## src/rtl/alu_writeback.sv

```systemverilog
// Writeback stage after the 20-bit ALU: drives the register-file write port,
// owns the status register and splits swap results into two back-to-back writes.
module alu_writeback #(
    parameter int AW = 4,
    parameter int CW = 16
) (
    input  logic          clk,
    input  logic          rst,
    input  logic          in_valid,
    output logic          in_ready,
    input  logic [2:0]    in_op,
    input  logic          in_mode,
    input  logic [AW-1:0] in_dst_a,
    input  logic [AW-1:0] in_dst_b,
    input  logic [19:0]   in_res_a,
    input  logic [19:0]   in_res_b,
    input  logic          in_zero,
    input  logic          in_sign,
    input  logic          in_carry,
    input  logic [2:0]    in_flag_mask,
    output logic          wr_en,
    output logic [AW-1:0] wr_addr,
    output logic [19:0]   wr_data,
    output logic [2:0]    sr,
    output logic          illegal,
    output logic [CW-1:0] retire_cnt
);

    typedef enum logic {
        S_IDLE   = 1'b0,
        S_SECOND = 1'b1
    } state_t;

    localparam logic [2:0] OP_WR_ONE     = 3'd0;
    localparam logic [2:0] OP_WR_SWAP    = 3'd1;
    localparam logic [2:0] OP_FLAGS_ONLY = 3'd2;
    localparam logic [2:0] OP_LD_SR      = 3'd3;
    localparam logic [2:0] OP_XOR_SR     = 3'd4;

    state_t        r_state;
    state_t        w_state_nxt;
    logic          r_wr_en;
    logic [AW-1:0] r_wr_addr;
    logic [19:0]   r_wr_data;
    logic [2:0]    r_sr;
    logic          r_illegal;
    logic [CW-1:0] r_cnt;
    logic [AW-1:0] r_pend_addr;
    logic [19:0]   r_pend_data;

    logic          w_accept;
    logic          w_write_a;
    logic          w_swap_split;
    logic          w_illegal_op;
    logic [19:0]   w_res_a_m;
    logic [19:0]   w_res_b_m;
    logic [2:0]    w_flags;
    logic [2:0]    w_sr_flagged;
    logic [2:0]    w_sr_nxt;

    assign in_ready     = (r_state == S_IDLE) && !rst;
    assign w_accept     = in_valid && in_ready;
    assign w_write_a    = w_accept && ((in_op == OP_WR_ONE) || (in_op == OP_WR_SWAP));
    assign w_swap_split = w_accept && (in_op == OP_WR_SWAP) && (in_dst_a != in_dst_b);
    assign w_illegal_op = (in_op > OP_XOR_SR);

    // Half-word mode passes only the low 10 bits of either result.
    assign w_res_a_m = in_mode ? in_res_a : {10'b0, in_res_a[9:0]};
    assign w_res_b_m = in_mode ? in_res_b : {10'b0, in_res_b[9:0]};

    assign w_flags      = {in_carry, in_sign, in_zero};
    assign w_sr_flagged = (r_sr & ~in_flag_mask) | (w_flags & in_flag_mask);

    always_comb begin
        w_sr_nxt = r_sr;
        if (w_accept) begin
            case (in_op)
                OP_WR_ONE,
                OP_WR_SWAP,
                OP_FLAGS_ONLY: w_sr_nxt = w_sr_flagged;
                OP_LD_SR:      w_sr_nxt = in_res_a[2:0];
                OP_XOR_SR:     w_sr_nxt = r_sr ^ in_res_a[2:0];
                default:       w_sr_nxt = r_sr;
            endcase
        end
    end

    always_ff @(posedge clk or posedge rst) begin
        if (rst) r_state <= S_IDLE;
        else     r_state <= w_state_nxt;
    end

    always_comb begin
        w_state_nxt = r_state;
        case (r_state)
            S_IDLE:   if (w_swap_split) w_state_nxt = S_SECOND;
            S_SECOND: w_state_nxt = S_IDLE;
            default:  w_state_nxt = S_IDLE;
        endcase
    end

    // Write port: SECOND always drains the latched B result; accepts cannot
    // collide with it because in_ready is low in SECOND.
    always_ff @(posedge clk or posedge rst) begin
        if (rst) begin
            r_wr_en     <= 1'b0;
            r_wr_addr   <= '0;
            r_wr_data   <= '0;
            r_pend_addr <= '0;
            r_pend_data <= '0;
        end else begin
            r_wr_en <= 1'b0;
            if (r_state == S_SECOND) begin
                r_wr_en   <= 1'b1;
                r_wr_addr <= r_pend_addr;
                r_wr_data <= r_pend_data;
            end else if (w_write_a) begin
                r_wr_en   <= 1'b1;
                r_wr_addr <= in_dst_a;
                r_wr_data <= w_res_a_m;
            end
            if (w_swap_split) begin
                r_pend_addr <= in_dst_b;
                r_pend_data <= w_res_b_m;
            end
        end
    end

    always_ff @(posedge clk or posedge rst) begin
        if (rst) begin
            r_sr      <= 3'b000;
            r_illegal <= 1'b0;
            r_cnt     <= '0;
        end else begin
            r_sr      <= w_sr_nxt;
            r_illegal <= w_accept && w_illegal_op;
            if (w_accept) r_cnt <= r_cnt + CW'(1);
        end
    end

    assign wr_en      = r_wr_en;
    assign wr_addr    = r_wr_addr;
    assign wr_data    = r_wr_data;
    assign sr         = r_sr;
    assign illegal    = r_illegal;
    assign retire_cnt = r_cnt;

endmodule

```

## config.mk

```make
export PLATFORM = sky130hd
export DESIGN_NAME = alu_writeback
export DESIGN_NICKNAME = d
export VERILOG_FILES = /design/src/rtl/alu_writeback.sv
export SDC_FILE = /design/constraint.sdc
export NUM_CORES = 1
export LEC_CHECK = 0
export ABC_AREA = 1
export BUFFER_PORTS_ARGS = -buffer_cell sky130_fd_sc_hd__buf_2
export CORE_MARGIN = 2
export CORE_UTILIZATION = 28
export DETAILED_ROUTE_END_ITERATION = 7
export GPL_TIMING_DRIVEN = 1
export MAX_ROUTING_LAYER = met4
export SLEW_MARGIN = 20
export SYNTH_ARGS = -nofsm -noshare
export SYNTH_HDL_FRONTEND = slang
export SYNTH_SLANG_ARGS = --single-unit
```

## constraint.sdc

```tcl
create_clock -name clk -period 4 [get_ports clk]
set_clock_uncertainty 0.1 [all_clocks]
set_input_delay 0.4 -clock clk [delete_from_list [all_inputs] [get_ports clk]]
set_output_delay 0.4 -clock clk [all_outputs]
set_load 0.05 [all_outputs]
```

==> metrics.csv, run 1 <==
metric,value,unit
status,completed,
relSlewSlack,43.9,%
grt_first_pass_wirelength,15.6,mm
num_rows,41,
preCtsSetupSlack,1700,ps
fin_setup_tns,0,ps
dp_cells,748,
worstSetupPathType,reg2reg,
antenna_found_initial,0,
top_layer,met4,
first_pass_iters,4,
gp_congestion,0.835,
yosysMostFrequentCell,nand2_1,
synthDominantAreaCellType,dfrtp_1,
clk_pin_slew,60,ps
synth_seq_cells,70,
grt_pass1_vias,3266,
dr_total_vias,3351,
area_growth,28.0,%
root_buffer,clkbuf_16,
peakVddDrop,0.000285,V
synth_area_per_cell,7.44,µm²
reg2reg_to,wr_data[10]$_DFFE_PP0P_,
holdWs,140,ps
nets,649,
r2r_slack,1780,ps
worstReg2RegStart,r_state$_DFF_PP0_,
arrival,2380,ps
synth_edf_count,0,
cp_data_required_time,4160,ps
initial_core_util,28.8,%
antennaDiodeCount,0,
vias_per_cell,4.39,
fmax,0.451,GHz
netlist_area,3630,µm²
synthFlopType,dfrtp_1,
m1WireLength,4.38,mm
yosysSeqAreaShare,48.2,%
dieWidth,118,µm
dieArea,13900,µm²
drc,0,
finalNonFillerCells,764,
grt_overflow,0,
synth.area.top_cells,"dfrtp_1 48%, nand2_1 23%, nand3_1 9.8%, inv_1 4.3%, nand4_1 1.7%",
slowest_stage,nand2_2,
fin_crit_sh,55.5,%
coreArea,12600,µm²
post_cts_buffers,0,
grt_usage,14.2,%
ant_nets,0,
route.met3.wl,409,µm
cts_buffers,9,
rsz0062_at_grt,false,
cp-start-kind,flip-flop,
worst_slew_pin_slew,839,ps
fillers,1389,
insertion_delay,330,ps
ctsHoldBuffers,0,
wl_met2,4.36,mm
setup_ws,1780,ps
async_flop_share,100,%
ff2ff_path_depth,7,
drv_slew,0,
period_minus_slack,2220,ps
synth_common_cells,"221 x nand2_1, 71 x nand3_1, 70 x dfrtp_1, 42 x inv_1, 14 x nor2_1",
grt_max_degree,49,
htreeDepth,3,
cp_max_fo,25,
end_kind,flip-flop,
synth_top_area_share,48.2,%
hold_class,in2async,
die_h,118,µm
path_buf_inv,1,
wire_per_inst,12.3,µm
synth_nets,550,
dp_hpwl,6.98,mm
setup_viol,0,
powerDensity,568,nW/µm²
clk_path_buf_depth,2,
cts_resized,0,
drtIter0Drc,122,
path_delay_family,simple AND/OR/NAND/NOR gates,
syn_inst,488,
drive_gt1_share,22.8,%
io_buffers,106,
crit_chain,nor2_4 > nand2_2 > inv_2 > nand3_2 > nand2_2 > nand2_1 > nand2_1,
drv_cap,0,
drt_wl_total,9.37,mm
cts_tree,built,
io_pins,107,
ys_types,24,
slowest_delay,540,ps
ys.warnings.count,0,
leakagePower,0.00265,µW
hold_violations,0,
seqCellArea,1750,µm²
multi_input_comb_area,1590,µm²
cts_sinks,70,
-- layer usage --
metal	vias to the layer above	GRT usage (%)
met5	-	-
met4	0	5.42
met3	14	3.68
met2	82	21.7
met1	1521	18.2
li1	1734	-
-- area by class of cell --
class,instances,share of cell area [%]
Timing Repair Buffer,109,11.9
Multi-Input combinational cell,353,34.2
Inverter,44,3.58
Sequential cell,70,37.7
Tap cell,172,4.63
Clock buffer,10,5.14
Clock inverter,6,2.85
-- layout by cell type (no fill, tap or decap), types with 4 or more instances in the layout --
master and n:
buf_2 106, nand3b_1 8, nand4_1 10, nor2_1 14, bufinv_16 4, clkbuf_16 9
nor3_1 4, inv_1 41, o21ai_0 8, xnor2_1 5, nand2_1 221, nand3_1 71
dfrtp_1 70
-- metrics by stage --
stage / area [µm²] / total power [µW] / util, %
after floorplan: 3630 / 1480 / -
after global placement: 4270 / 1670 / 33.9
after detailed placement: 4270 / 1680 / 33.9
after CTS: 4650 / 2670 / 36.8
after global routing: 4650 / 2770 / 36.8
final: 4650 / 2640 / 36.8
-- flip-flops by register name, summed over array words and instances, names as in the netlist, named ones only --
name and flops:
wr_addr 4, wr_en 1, illegal 1, wr_data 20, r_state 1, retire_cnt 16, r_pend_data 20, r_pend_addr 4
-- worst reg2reg max path: cells and delay by family (launching register included) --
kind	cells	cell delay (ps)
buffers and inverters	1	140
DFF	1	420
and+or+nand+nor	6	1500
-- cell families after synthesis --
kind of cell	synth area share [%]
and+or+nand+nor	40.4
DFF	48.2
buffers and inverters	7.99
AOI/OAI and AO/OA	1.10
xor gates and xnor gates	1.93
adders and majority gates	0.345
-- worst max-delay path by stage --
stage          depth (start not counted)  slack [ps]                    endpoint         startpoint
2_1_floorplan                          1        1730  asynchronous set/reset pin                rst
3_3_place_gp                           8        1780     wr_data[19]$_DFFE_PP0P_                rst
3_5_place_dp                           8        1700     wr_data[10]$_DFFE_PP0P_                rst
4_1_cts                                7        1760     wr_data[10]$_DFFE_PP0P_  r_state$_DFF_PP0_
5_1_grt                                7        1570      wr_data[5]$_DFFE_PP0P_  r_state$_DFF_PP0_
6_report                               7        1780     wr_data[10]$_DFFE_PP0P_  r_state$_DFF_PP0_
-- power by group --
| group | internal [µW] | switching [µW] | total [µW] |
|---|---|---|---|
| sequential | 849 | 102 | 951 |
| clock | 688 | 294 | 981 |
| combinational | 180 | 528 | 708 |
(Power assumes the default switching activity.)
==> run 2: changes to the inputs <==
==> constraint.sdc (replaced) <==
create_clock -name clk -period 2.3 [get_ports clk]
set_clock_uncertainty 0.1 [all_clocks]
set_input_delay 0.23 -clock clk [delete_from_list [all_inputs] [get_ports clk]]
set_output_delay 0.23 -clock clk [all_outputs]
set_load 0.05 [all_outputs]
==> run 2 against run 1 <==
Combinational power rose by 74%. Die area did not move. Utilization fell by 0.34 points. Critical path depth rose by 1. Wire length fell by 0.32%. Cell count rose by 0.52%. Final area fell by 0.92%. Count of clock-buffer cells in the layout did not move.
==> metrics.csv, run 2 (synthesis results as in run 1) <==
metric,value,unit,change
relSlewSlack,71.2,%,+27 points
initial_core_util,28.8,%,unchanged
dp_hpwl,7.02,mm,+0.56%
cp_data_required_time,2420,ps,-1740 ps
powerDensity,923,nW/µm²,+63%
p_int,2630,µW,+53%
min_path_cells,3,,
drt_wl_total,9.34,mm,-0.32%
cts_tree,built,,
leakagePower,0.00264,µW,-0.69%
grt_first_pass_wirelength,15.7,mm,+0.89%
dieWidth,118,µm,unchanged
drv_cap,0,,unchanged
grt_usage,14.5,%,+0.25 points
post-route-util,36.5,%,-0.34 points
first_pass_iters,5,,+1
htreeDepth,3,,unchanged
preCtsSetupSlack,422,ps,-1270 ps
clockPowerShare,32.0,%,-5.2 points
drive_gt1_share,22.9,%,+0.053 points
ff2ff_path_depth,6,,-1
coreArea,12600,µm²,unchanged
setup_viol,0,,unchanged
p_sw_share,38.1,%,+3.1 points
vias_per_cell,4.41,,+0.64%
final_cell_mix,"221 x nand2_1, 106 x buf_2, 71 x nand3_1",,
layout_commonest_cell,nand2_1,,
arrival,2030,ps,-350 ps
antenna_found_initial,1,,+1
dieArea,13900,µm²,unchanged
crit_start,rst,,
rsz0062_at_grt,false,,
dr_total_vias,3390,,+1.2%
drtIter0Drc,256,,+110%
setup_ws,384,ps,-1400 ps
grt_pass1_vias,3259,,-0.21%
cp_max_fo,25,,unchanged
nets,652,,+0.46%
grt_max_degree,67,,+37%
status,completed,,
num_rows,41,,unchanged
io_buffers,106,,unchanged
cts_buffers,9,,unchanged
drc,0,,unchanged
crit_end,r_pend_data[3]$_DFFE_PP0P_,,
fmax,0.522,GHz,
worst_slew_pin_slew,430,ps,-408 ps
hold_violations,0,,unchanged
pwr-share-comb,29.0,%,+2.2 points
io_pins,107,,unchanged
p_sw,1620,µW,+75%
reg2reg_to,wr_data[11]$_DFFE_PP0P_,,
power,4250,µW,+61%
cts_resized,0,,unchanged
gp_congestion,0.877,,+5.0%
grt_overflow,0,,unchanged
peakVddDrop,0.000348,V,+22%
wire_per_inst,12.2,µm,-0.84%
fin_setup_tns,0,ps,unchanged
hold_class,in2reg,,
end_kind,flip-flop,,
cp-start-kind,input port,,
drv_slew,0,,unchanged
dp_cells,750,,+0.27%
period_minus_slack,1920,ps,
clk_path_buf_depth,2,,unchanged
fillers,1359,,-2.2%
clk_pin_slew,50,ps,about the same
cts_sinks,70,,unchanged
fin_crit_sh,83.3,%,
root_buffer,clkbuf_16,,
worstReg2RegStart,r_state$_DFF_PP0_,,
finalNonFillerCells,768,,+0.52%
area_growth,26.8,%,
worstSetupPathType,in2reg,,
r2r_slack,440,ps,-1340 ps
ant_nets,0,,unchanged
die_h,118,µm,unchanged
insertion_delay,330,ps,about the same
p_seq_share,39.0,%,+3.0 points
run 2: cell count changes in the layout (fill, tap and decap cells not counted):
cell           delta
dlygate4sd3_1     +1
buf_4             +1
inv_6             +1
buf_12            +1
clkbuf_1          +1
clkinv_2          +1
clkbuf_8          -1
inv_2             +1
bufinv_16         -3
diode_2           +1
run 2: layout make-up:
cell class,count,area (µm²),area share [%]
multi-input cells,353,1590,34.5
clock inverters,6,61.3,1.33
clock buffers,10,229,4.97
inverters,44,165,3.59
diodes,1,2.50,0.0543
repair buffers,112,591,12.8
well taps,172,215,4.67
flip-flops and latches,70,1750,38.0
run 2: through the flow:
stage | hold WS, ps | instance area (µm²)
finish | 28.0 | 4600
floorplan | 275 | 3630
global placement | 63.8 | 4300
global route | 41.8 | 4600
detailed placement | 62.6 | 4300
CTS | 13.1 | 4600
run 2: worst min path at each step:
stage / from / to / slack, ps
CTS: in_res_b[6] / r_pend_data[6]$_DFFE_PP0P_ / 10
global route: in_res_b[7] / r_pend_data[7]$_DFFE_PP0P_ / 40
floorplan: in_dst_b[0] / r_pend_addr[0]$_DFFE_PP0P_ / 270
global placement: rst / asynchronous set/reset pin / 60
finish: in_res_b[6] / r_pend_data[6]$_DFFE_PP0P_ / 30
detailed placement: rst / asynchronous set/reset pin / 60
run 2: critical path: stages:
cell	delay (ps)
dlygate4sd3_1	530
buf_2	150
nor2_4	100
nand2_2	220
nor2_8	390
nand2_4	230
nand2_1	120
nand2_1	60
run 2: power by group through the flow:
stage	sequential [µW]	clock [µW]	combinational (µW)
after floorplan	2210	0	359
after global placement	1680	0	1230
after detailed placement	1680	0	1250
after CTS	1660	1400	1250
after global routing	1690	1460	1330
final	1660	1360	1230
run 2: repair_timing:
action                                  CTS  global route
endpoints found under the hold margin     4             0
hold buffers                              1             0
endpoints found under the setup margin    0             0
buffers inserted                          0             0
run 2: routing by layer:
layer	wire, µm	vias to the layer above	track usage, %
li1	-	1749	-
met2	4170	90	20.1
met5	0	-	-
met4	261	0	6.63
met3	596	22	5.23
met1	4300	1529	18.8
